<file path="src/rtl/fb_pkg.sv">
// Shared definitions for the double-buffered frame store: default buffer bases
// and the swap-handshake state encoding.
package fb_pkg;

    localparam int unsigned DEF_ADDR_W   = 32;
    localparam logic [31:0] DEF_FB0_BASE = 32'h1000_0000;
    localparam logic [31:0] DEF_FB1_BASE = 32'h1040_0000;

    typedef enum logic [1:0] {
        IDLE,
        WAIT_VS,
        ACK,
        HOLD
    } swap_state_t;

endpackage

</file>
<file path="src/rtl/fb_swap_responder_sync_edge.sv">
// Multi-flop synchronizer for an asynchronous level plus a registered
// one-cycle rising-edge pulse.
module sync_edge #(
    parameter int unsigned STAGES = 2
) (
    input  logic clock,
    input  logic reset,
    input  logic din,
    output logic pulse
);

    logic [STAGES-1:0] sync_q;
    logic              last_q;

    // Pulse is registered so downstream logic sees a clean flop output;
    // it rises STAGES cycles after the first edge that samples din=1.
    always_ff @(posedge clock) begin
        if (reset) begin
            sync_q <= '0;
            last_q <= 1'b0;
            pulse  <= 1'b0;
        end else begin
            sync_q <= {sync_q[STAGES-2:0], din};
            last_q <= sync_q[STAGES-1];
            pulse  <= sync_q[STAGES-1] & ~last_q;
        end
    end

endmodule

</file>
<file path="src/rtl/fb_swap_responder.sv">
// Responder side of the swap/swap_ack handshake: defers a buffer swap to the
// next display vblank edge, flips front/back selection and acknowledges once.
module fb_swap_responder
    import fb_pkg::*;
#(
    parameter int unsigned        ADDR_W      = DEF_ADDR_W,
    parameter logic [ADDR_W-1:0]  FB0_BASE    = DEF_FB0_BASE,
    parameter logic [ADDR_W-1:0]  FB1_BASE    = DEF_FB1_BASE,
    parameter int unsigned        SYNC_STAGES = 2,
    parameter int unsigned        CNT_W       = 16
) (
    input  logic              clock,
    input  logic              reset,
    input  logic              swap,
    output logic              swap_ack,
    input  logic              vsync,
    output logic              front_sel,
    output logic [ADDR_W-1:0] front_base,
    output logic [ADDR_W-1:0] back_base,
    output logic              flip,
    output logic              pending,
    output logic [CNT_W-1:0]  frame_count,
    output logic [CNT_W-1:0]  repeat_count
);

    swap_state_t state_q, state_d;
    logic        vs_edge;

    sync_edge #(
        .STAGES(SYNC_STAGES)
    ) u_vsync_edge (
        .clock(clock),
        .reset(reset),
        .din  (vsync),
        .pulse(vs_edge)
    );

    always_comb begin
        state_d = state_q;
        case (state_q)
            IDLE: begin
                if (swap && vs_edge)  state_d = ACK;
                else if (swap)        state_d = WAIT_VS;
            end
            WAIT_VS: begin
                // A withdrawn request wins over a coincident vblank edge.
                if (!swap)            state_d = IDLE;
                else if (vs_edge)     state_d = ACK;
            end
            ACK:                      state_d = HOLD;
            HOLD: begin
                if (!swap)            state_d = IDLE;
            end
            default:                  state_d = IDLE;
        endcase
    end

    always_ff @(posedge clock) begin
        if (reset) begin
            state_q      <= IDLE;
            swap_ack     <= 1'b0;
            flip         <= 1'b0;
            pending      <= 1'b0;
            front_sel    <= 1'b0;
            frame_count  <= '0;
            repeat_count <= '0;
        end else begin
            state_q  <= state_d;
            swap_ack <= (state_d == ACK);
            flip     <= (state_d == ACK);
            pending  <= (state_d == WAIT_VS);
            if (state_d == ACK) front_sel <= ~front_sel;
            if (vs_edge) begin
                frame_count <= frame_count + CNT_W'(1);
                if (state_d != ACK && repeat_count != '1)
                    repeat_count <= repeat_count + CNT_W'(1);
            end
        end
    end

    assign front_base = front_sel ? FB1_BASE : FB0_BASE;
    assign back_base  = front_sel ? FB0_BASE : FB1_BASE;

endmodule

</file>
<file path="config.mk">
export PLATFORM = sky130hd
export DESIGN_NAME = fb_swap_responder
export DESIGN_NICKNAME = d
export VERILOG_FILES = /design/src/rtl/fb_pkg.sv /design/src/rtl/fb_swap_responder_sync_edge.sv /design/src/rtl/fb_swap_responder.sv
export SDC_FILE = /design/constraint.sdc
export NUM_CORES = 1
export LEC_CHECK = 0
export ABC_AREA = 0
export BUFFER_PORTS_ARGS = -buffer_cell sky130_fd_sc_hd__buf_4
export CAP_MARGIN = 10
export CORE_ASPECT_RATIO = 0.75
export CORE_MARGIN = 10
export CORE_UTILIZATION = 51
export CTS_CLUSTER_SIZE = 8
export DETAILED_ROUTE_END_ITERATION = 12
export PLACE_DENSITY_LB_ADDON = 0.05
export SLEW_MARGIN = 5
export SYNTH_ARGS = -nofsm -noshare
export SYNTH_HDL_FRONTEND = slang
export SYNTH_SLANG_ARGS = --single-unit
export TNS_END_PERCENT = 100
</file>
<file path="constraint.sdc">
create_clock -name clock -period 3.2 [get_ports clock]
set_clock_uncertainty 0.2 [all_clocks]
set_input_delay 0.64 -clock clock [delete_from_list [all_inputs] [get_ports clock]]
set_output_delay 0.64 -clock clock [all_outputs]
set_load 0.02 [all_outputs]
</file>
==> flow_summary.yaml, run 1 <==
job:
  maxCapViolCount: 0
pwr:
  power.density_mw_per_mm2: 371
  leakagePower_uw: 0.00108
  power_uw: 952
  peakVddDrop_v: 0.000252
floorplanning:
  rows: 21
  initial_core_util_pct: 53.4
  io-pin-count: 104
  fp.dieW_um: 99.2
  dieArea_mm2: 0.00787
  placeableCoreArea_mm2: 0.00449
  die_h_um: 79.4
synth:
  yosysWarnings: 0
  synth_top_cell_area_share_pct: 34.2
  ys_seq_area_share_pct: 34.2
  ys_async_sr_fraction_pct: 0
  synth_flop_cell: "dfxtp_1"
  synth-simple-area-share_pct: 26.4
  synth_area_leader_cell: "dfxtp_1"
  synth_edf_count: 0
  synth_cells: 278
  syn_area_mm2: 0.00240
  synth_fa_ha_area_share_pct: 1.04
  synthTopCellsByArea: "dfxtp_1 (34%), buf_4 (20%), nor2_1 (3.6%), xnor2_1 (3.3%), a21oi_1 (2.9%)"
  synth_top_family_by_area: "simple AND/OR/NAND/NOR gates"
  synthXorXnorAreaFrac_pct: 4.38
  ys_types: 40
  synth_compound_area_share_pct: 7.31
  synth-seq-cells: 41
  synthMuxAreaShare_pct: 3.39
  syn_area_per_cell_um2: 8.62
global_routing:
  grtUsageTotal_pct: 12.1
  grt.met2_usage_pct: 17.1
  grtUsageMet3_pct: 6.23
  antenna_found_initial: 0
  grt-busiest-layer: "met2"
  overflow: 0
  use_met1_pct: 15.6
  grt_max_degree: 48
  grt_pass1_vias: 1712
  grt_pass1_wl_mm: 8.18
detailed_routing:
  avgRoutedWirePerCell_um: 13.3
  drtPass1Iterations: 4
  drc_errors: 0
  ant_nets: 0
  vias_per_cell: 4.73
  drt_iter0_drc: 54
  vias: 1749
  drt_wl_total_mm: 4.92
critical_path:
  crit_family: "simple AND/OR/NAND/NOR gates"
  worstSetupPathType: "reg -> reg"
  crit_path_end_kind: "flop"
  critPathMaxFanout: 14
  rrSetupSlack_ns: 0.96
  reg2reg_to: "repeat_count[6]$_SDFFE_PP0P_"
  cpMaxStageDelayCell: "nor4b_4"
  crit_arrival_ns: 2.22
  startpoint_type: "flop"
  slowest_delay_ns: 0.66
  critPathBufInv: 0
  required_ns: 3.18
  r2r_start: "repeat_count[0]$_SDFFE_PP0P_"
  ff2ff_path_depth: 5
  path_cells: "ha_1 > nand4_2 > nor4b_4 > nor3_2 > mux2_4"
placement:
  hpwl_mm: 3.71
  dp.cells: 363
  port_buffers: 41
  place.gp.congestion: 0.770
finish:
  fillers: 432
  stdcell_count: 370
  final_nets: 319
  multiInputGateArea_mm2: 0.00125
  fin_util_pct: 57.1
  diodes: 0
  regArea_um2: 821
  final_common_cell: "conb_1"
  area_growth_pct: 6.94
  drive_above_1_share_pct: 20.1
  final_cell_mix: "conb_1 (62), dfxtp_1 (41), buf_4 (41), nor2_1 (23), a21oi_1 (14)"
sta:
  hold_ws_ns: 0.182
  rsz0062_at_grt: "no"
  slew-limit-headroom_pct: 56.1
  drv_slew: 0
  setup_tns_ns: 0
  setup_viol: 0
  hold_viol_final: 0
  fmax_ghz: 0.446
  fin_crit_ns: 2.24
  min_period_over_period_pct: 70.1
  tightest_slew_ns: 0.655
hold_path:
  hold_start: "u_vsync_edge.last_q$_SDFF_PP0_"
  hold_depth: 1
  worstHoldEndpoint: "u_vsync_edge.pulse$_SDFF_PP0_"
  min_path_type: "reg -> reg"
run_status:
  outcome: "finished clean"
clock_tree:
  cts_resized: 0
  clk_pin_slew_ns: 0.07
  cts_buffers: 5
  post-cts-setup-buffers: 0
  cts_tree: "yes"
  clock-root-buffer: "clkbuf_8"
  cts.sinks: 41
  clock_path_buffers: 2
  clk_latency_ns: 0.29
  htree_levels: 2
  hold_buffers: 0
[final cells by class]
class / count / area share [%]
Multi-Input combinational cell: 217 / 48.8
Sequential cell: 41 / 32.0
Timing Repair Buffer: 41 / 12.0
Clock buffer: 7 / 3.37
Tap cell: 57 / 2.78
Inverter: 7 / 1.02
[synthesized netlist by cell type, types with 7 or more instances]
master   instances
nor3_1           7
nand3_1         10
xnor2_1          9
nor2b_1         10
inv_1            7
nand2_1         11
buf_4           64
dfxtp_1         41
nand4_1          8
nor2_1          23
a21oi_1         14
o21ai_0          7
[sequential cells by signal, indices dropped and copies added (netlist names)]
| register | cells |
|---|---|
| flip | 1 |
| frame_count | 16 |
| front_sel | 1 |
| pending | 1 |
| repeat_count | 16 |
| state_q | 2 |
| u_vsync_edge.last_q | 1 |
| u_vsync_edge.pulse | 1 |
| u_vsync_edge.sync_q | 2 |
[how the worst max path moves through the flow]
stage	startpoint	to	slack [ns]	cells after the start
6_report	repeat_count[0]$_SDFFE_PP0P_	repeat_count[6]$_SDFFE_PP0P_	0.96	5
5_1_grt	u_vsync_edge.pulse$_SDFF_PP0_	frame_count[13]$_SDFFE_PP0P_	0.70	4
4_1_cts	repeat_count[0]$_SDFFE_PP0P_	repeat_count[6]$_SDFFE_PP0P_	0.97	5
3_5_place_dp	swap	repeat_count[7]$_SDFFE_PP0P_	0.95	5
3_3_place_gp	swap	repeat_count[7]$_SDFFE_PP0P_	0.98	5
2_1_floorplan	repeat_count[0]$_SDFFE_PP0P_	repeat_count[6]$_SDFFE_PP0P_	1.13	6
[cell families after synthesis]
logic type,count (synthesis)
adders and majority gates,2
muxes,7
DFF,41
AOI/OAI and AO/OA,30
other,2
buffers and inverters,80
xor gates and xnor gates,12
and+or+nand+nor,104
[per-stage QoR]
| stage | instance area [um2] | setup slack (ns) |
|---|---|---|
| floorplan | 2620 | 1.13 |
| global placement | 2480 | 0.976 |
| detailed placement | 2480 | 0.948 |
| CTS | 2560 | 0.970 |
| global route | 2560 | 0.702 |
| finish | 2560 | 0.957 |
[metal layers]
metal  part of all wire, %  vias up
met2                    38       70
met5                     0        -
met4                  0.79        0
met1                    51      781
met3                    10        5
li1                      -      893
[power breakdown]
group | switching [uW] | total, uW | internal (uW)
Combinational | 86.0 | 97.1 | 11.2
Sequential | 3.80 | 518 | 515
Clock | 165 | 336 | 171
Power figures use the tool's default switching activity.
==> run 2, diff against run 1 <==
Settings changed: CORE_UTILIZATION 51 to 48.
Clock period 3.2 ns to 2.2 ns, I/O delays scaled along.
==> run 2 against run 1 <==
Compared with the run above:
- non-clock buffer count grew 5
- setup slack lost 0.79 ns
- core utilization shrank 2.6 points
- first-iteration DRC count grew 41%
- largest power group unchanged
==> flow_summary.yaml, run 2 (same netlist as run 1, synthesis figures left out) <==
global_routing:
  grt_max_degree: 48
  grt_pass1_vias: 1721
  grtUsageTotal_pct: 11.8
  antenna_found_initial: 0
  overflow: 0
  grt_pass1_wl_mm: 8.05
finish:
  diodes: 0
  top_regs: "frame_count (16), repeat_count (16)"
  final_common_cell: "conb_1"
  drive_above_1_share_pct: 21.9
  area_growth_pct: 10.6
  final_nets: 324
  fillers: 472
  fin_area_mm2: 0.00265
  final_cell_mix: "conb_1 (62), buf_4 (46), dfxtp_1 (41), nor2_1 (23), a21oi_1 (14)"
  regArea_um2: 821
  multiInputGateArea_mm2: 0.00125
floorplanning:
  rows: 22
  placeableCoreArea_mm2: 0.00487
  initial_core_util_pct: 49.2
  fp.dieW_um: 102
  io-pin-count: 104
  die_h_um: 81.2
  dieArea_mm2: 0.00825
critical_path:
  crit_path_end_kind: "flop"
  setup.worst_path.end: "repeat_count[12]$_SDFFE_PP0P_"
  reg2reg_to: "repeat_count[12]$_SDFFE_PP0P_"
  worstSetupPathType: "reg -> reg"
  ff2ff_path_depth: 5
  rrSetupSlack_ns: 0.17
  r2r_start: "repeat_count[0]$_SDFFE_PP0P_"
  critPathMaxFanout: 8
  worstSetupStartpoint: "repeat_count[0]$_SDFFE_PP0P_"
  startpoint_type: "flop"
  crit_arrival_ns: 2.06
  required_ns: 2.22
clock_tree:
  htree_levels: 2
  cts_resized: 0
  cts_buffers: 5
  clock-root-buffer: "clkbuf_8"
  cts_tree: "yes"
  clk_latency_ns: 0.30
  hold_buffers: 0
  clock_path_buffers: 2
  post-cts-setup-buffers: 0
  clk_pin_slew_ns: 0.08
  cts.sinks: 41
hold_path:
  min_path_type: "in -> reg"
detailed_routing:
  drc_errors: 0
  avgRoutedWirePerCell_um: 13.4
  vias_per_cell: 4.72
  drt_iter0_drc: 76
  ant_nets: 0
  drt_wl_total_mm: 5.09
  vias: 1787
  drtPass1Iterations: 4
sta:
  hold_viol_final: 0
  rsz0062_at_grt: "no"
  min_period_over_period_pct: 92.3
  drv_slew: 0
  layout_setup_ws_ns: 0.169
  fin_crit_ns: 2.03
  setup_viol: 0
  setup_tns_ns: 0
  fmax_ghz: 0.492
placement:
  post-place-ws_ns: 0.175
  port_buffers: 41
  place.gp.congestion: 0.786
  place_area_mm2: 0.00252
  hpwl_mm: 3.78
pwr:
  power.density_mw_per_mm2: 610
  clockPowerShare_pct: 44.5
  p_int_uw: 1220
  p_sw_share_pct: 24.8
  peakVddDrop_v: 0.000387
  power_frac_comb_pct: 9.0
  p_sw_uw: 402
  pwr-share-seq_pct: 46.5
  leakagePower_uw: 0.00113
job:
  maxCapViolCount: 0
run_status:
  outcome: "finished clean"
## run 2: area by class of cell
cell class                      instances  area share, %
Multi-Input combinational cell        217           47.2
Clock inverter                          3           2.45
Clock buffer                            5           2.59
Tap cell                               60           2.83
Timing Repair Buffer                   46           13.0
Sequential cell                        41           30.9
Inverter                                7          0.991
## run 2: metal layers
metal	track usage [%]	vias to the layer above	part of all wire, %
li1	-	910	-
met1	15.3	790	48
met2	17.3	79	39
met3	4.41	8	12
met4	4.70	0	1.3
met5	0	-	0
## run 2: how the worst min path moves through the flow
stage                                               from                           endpoint  slack (ns)  depth (start not counted)
after detailed placement  u_vsync_edge.last_q$_SDFF_PP0_      u_vsync_edge.pulse$_SDFF_PP0_        0.18                          1
after CTS                                          vsync  u_vsync_edge.sync_q[0]$_SDFF_PP0_        0.14                          2
after global placement    u_vsync_edge.last_q$_SDFF_PP0_      u_vsync_edge.pulse$_SDFF_PP0_        0.17                          1
final                                              vsync  u_vsync_edge.sync_q[0]$_SDFF_PP0_        0.15                          2
after global routing                               vsync  u_vsync_edge.sync_q[0]$_SDFF_PP0_        0.15                          2
after floorplan           u_vsync_edge.last_q$_SDFF_PP0_      u_vsync_edge.pulse$_SDFF_PP0_        0.17                          1
## run 2: worst max-delay path, cell delays in order, from the launching register on
cell and delay, ns:
dfxtp_1 0.42, ha_1 0.25, and4_1 0.26, nand4_2 0.23, or4_1 0.45, a21oi_1 0.16
## run 2: per-stage QoR
step	hold WS, ns	power [uW]	instances	util, %
after floorplan	0.167	977	338	-
after global placement	0.172	909	371	51.7
after detailed placement	0.177	909	371	51.7
after CTS	0.144	1630	379	54.4
after global routing	0.152	1670	379	54.4
final	0.152	1620	379	54.4
## run 2: power by group through the flow
stage          Clock [uW]  Combinational (uW)  Sequential (uW)
2_1_floorplan           0                 204              773
3_3_place_gp            0                 139              770
3_5_place_dp            0                 139              770
4_1_cts               742                 139              753
5_1_grt               760                 158              754
6_report              720                 146              752
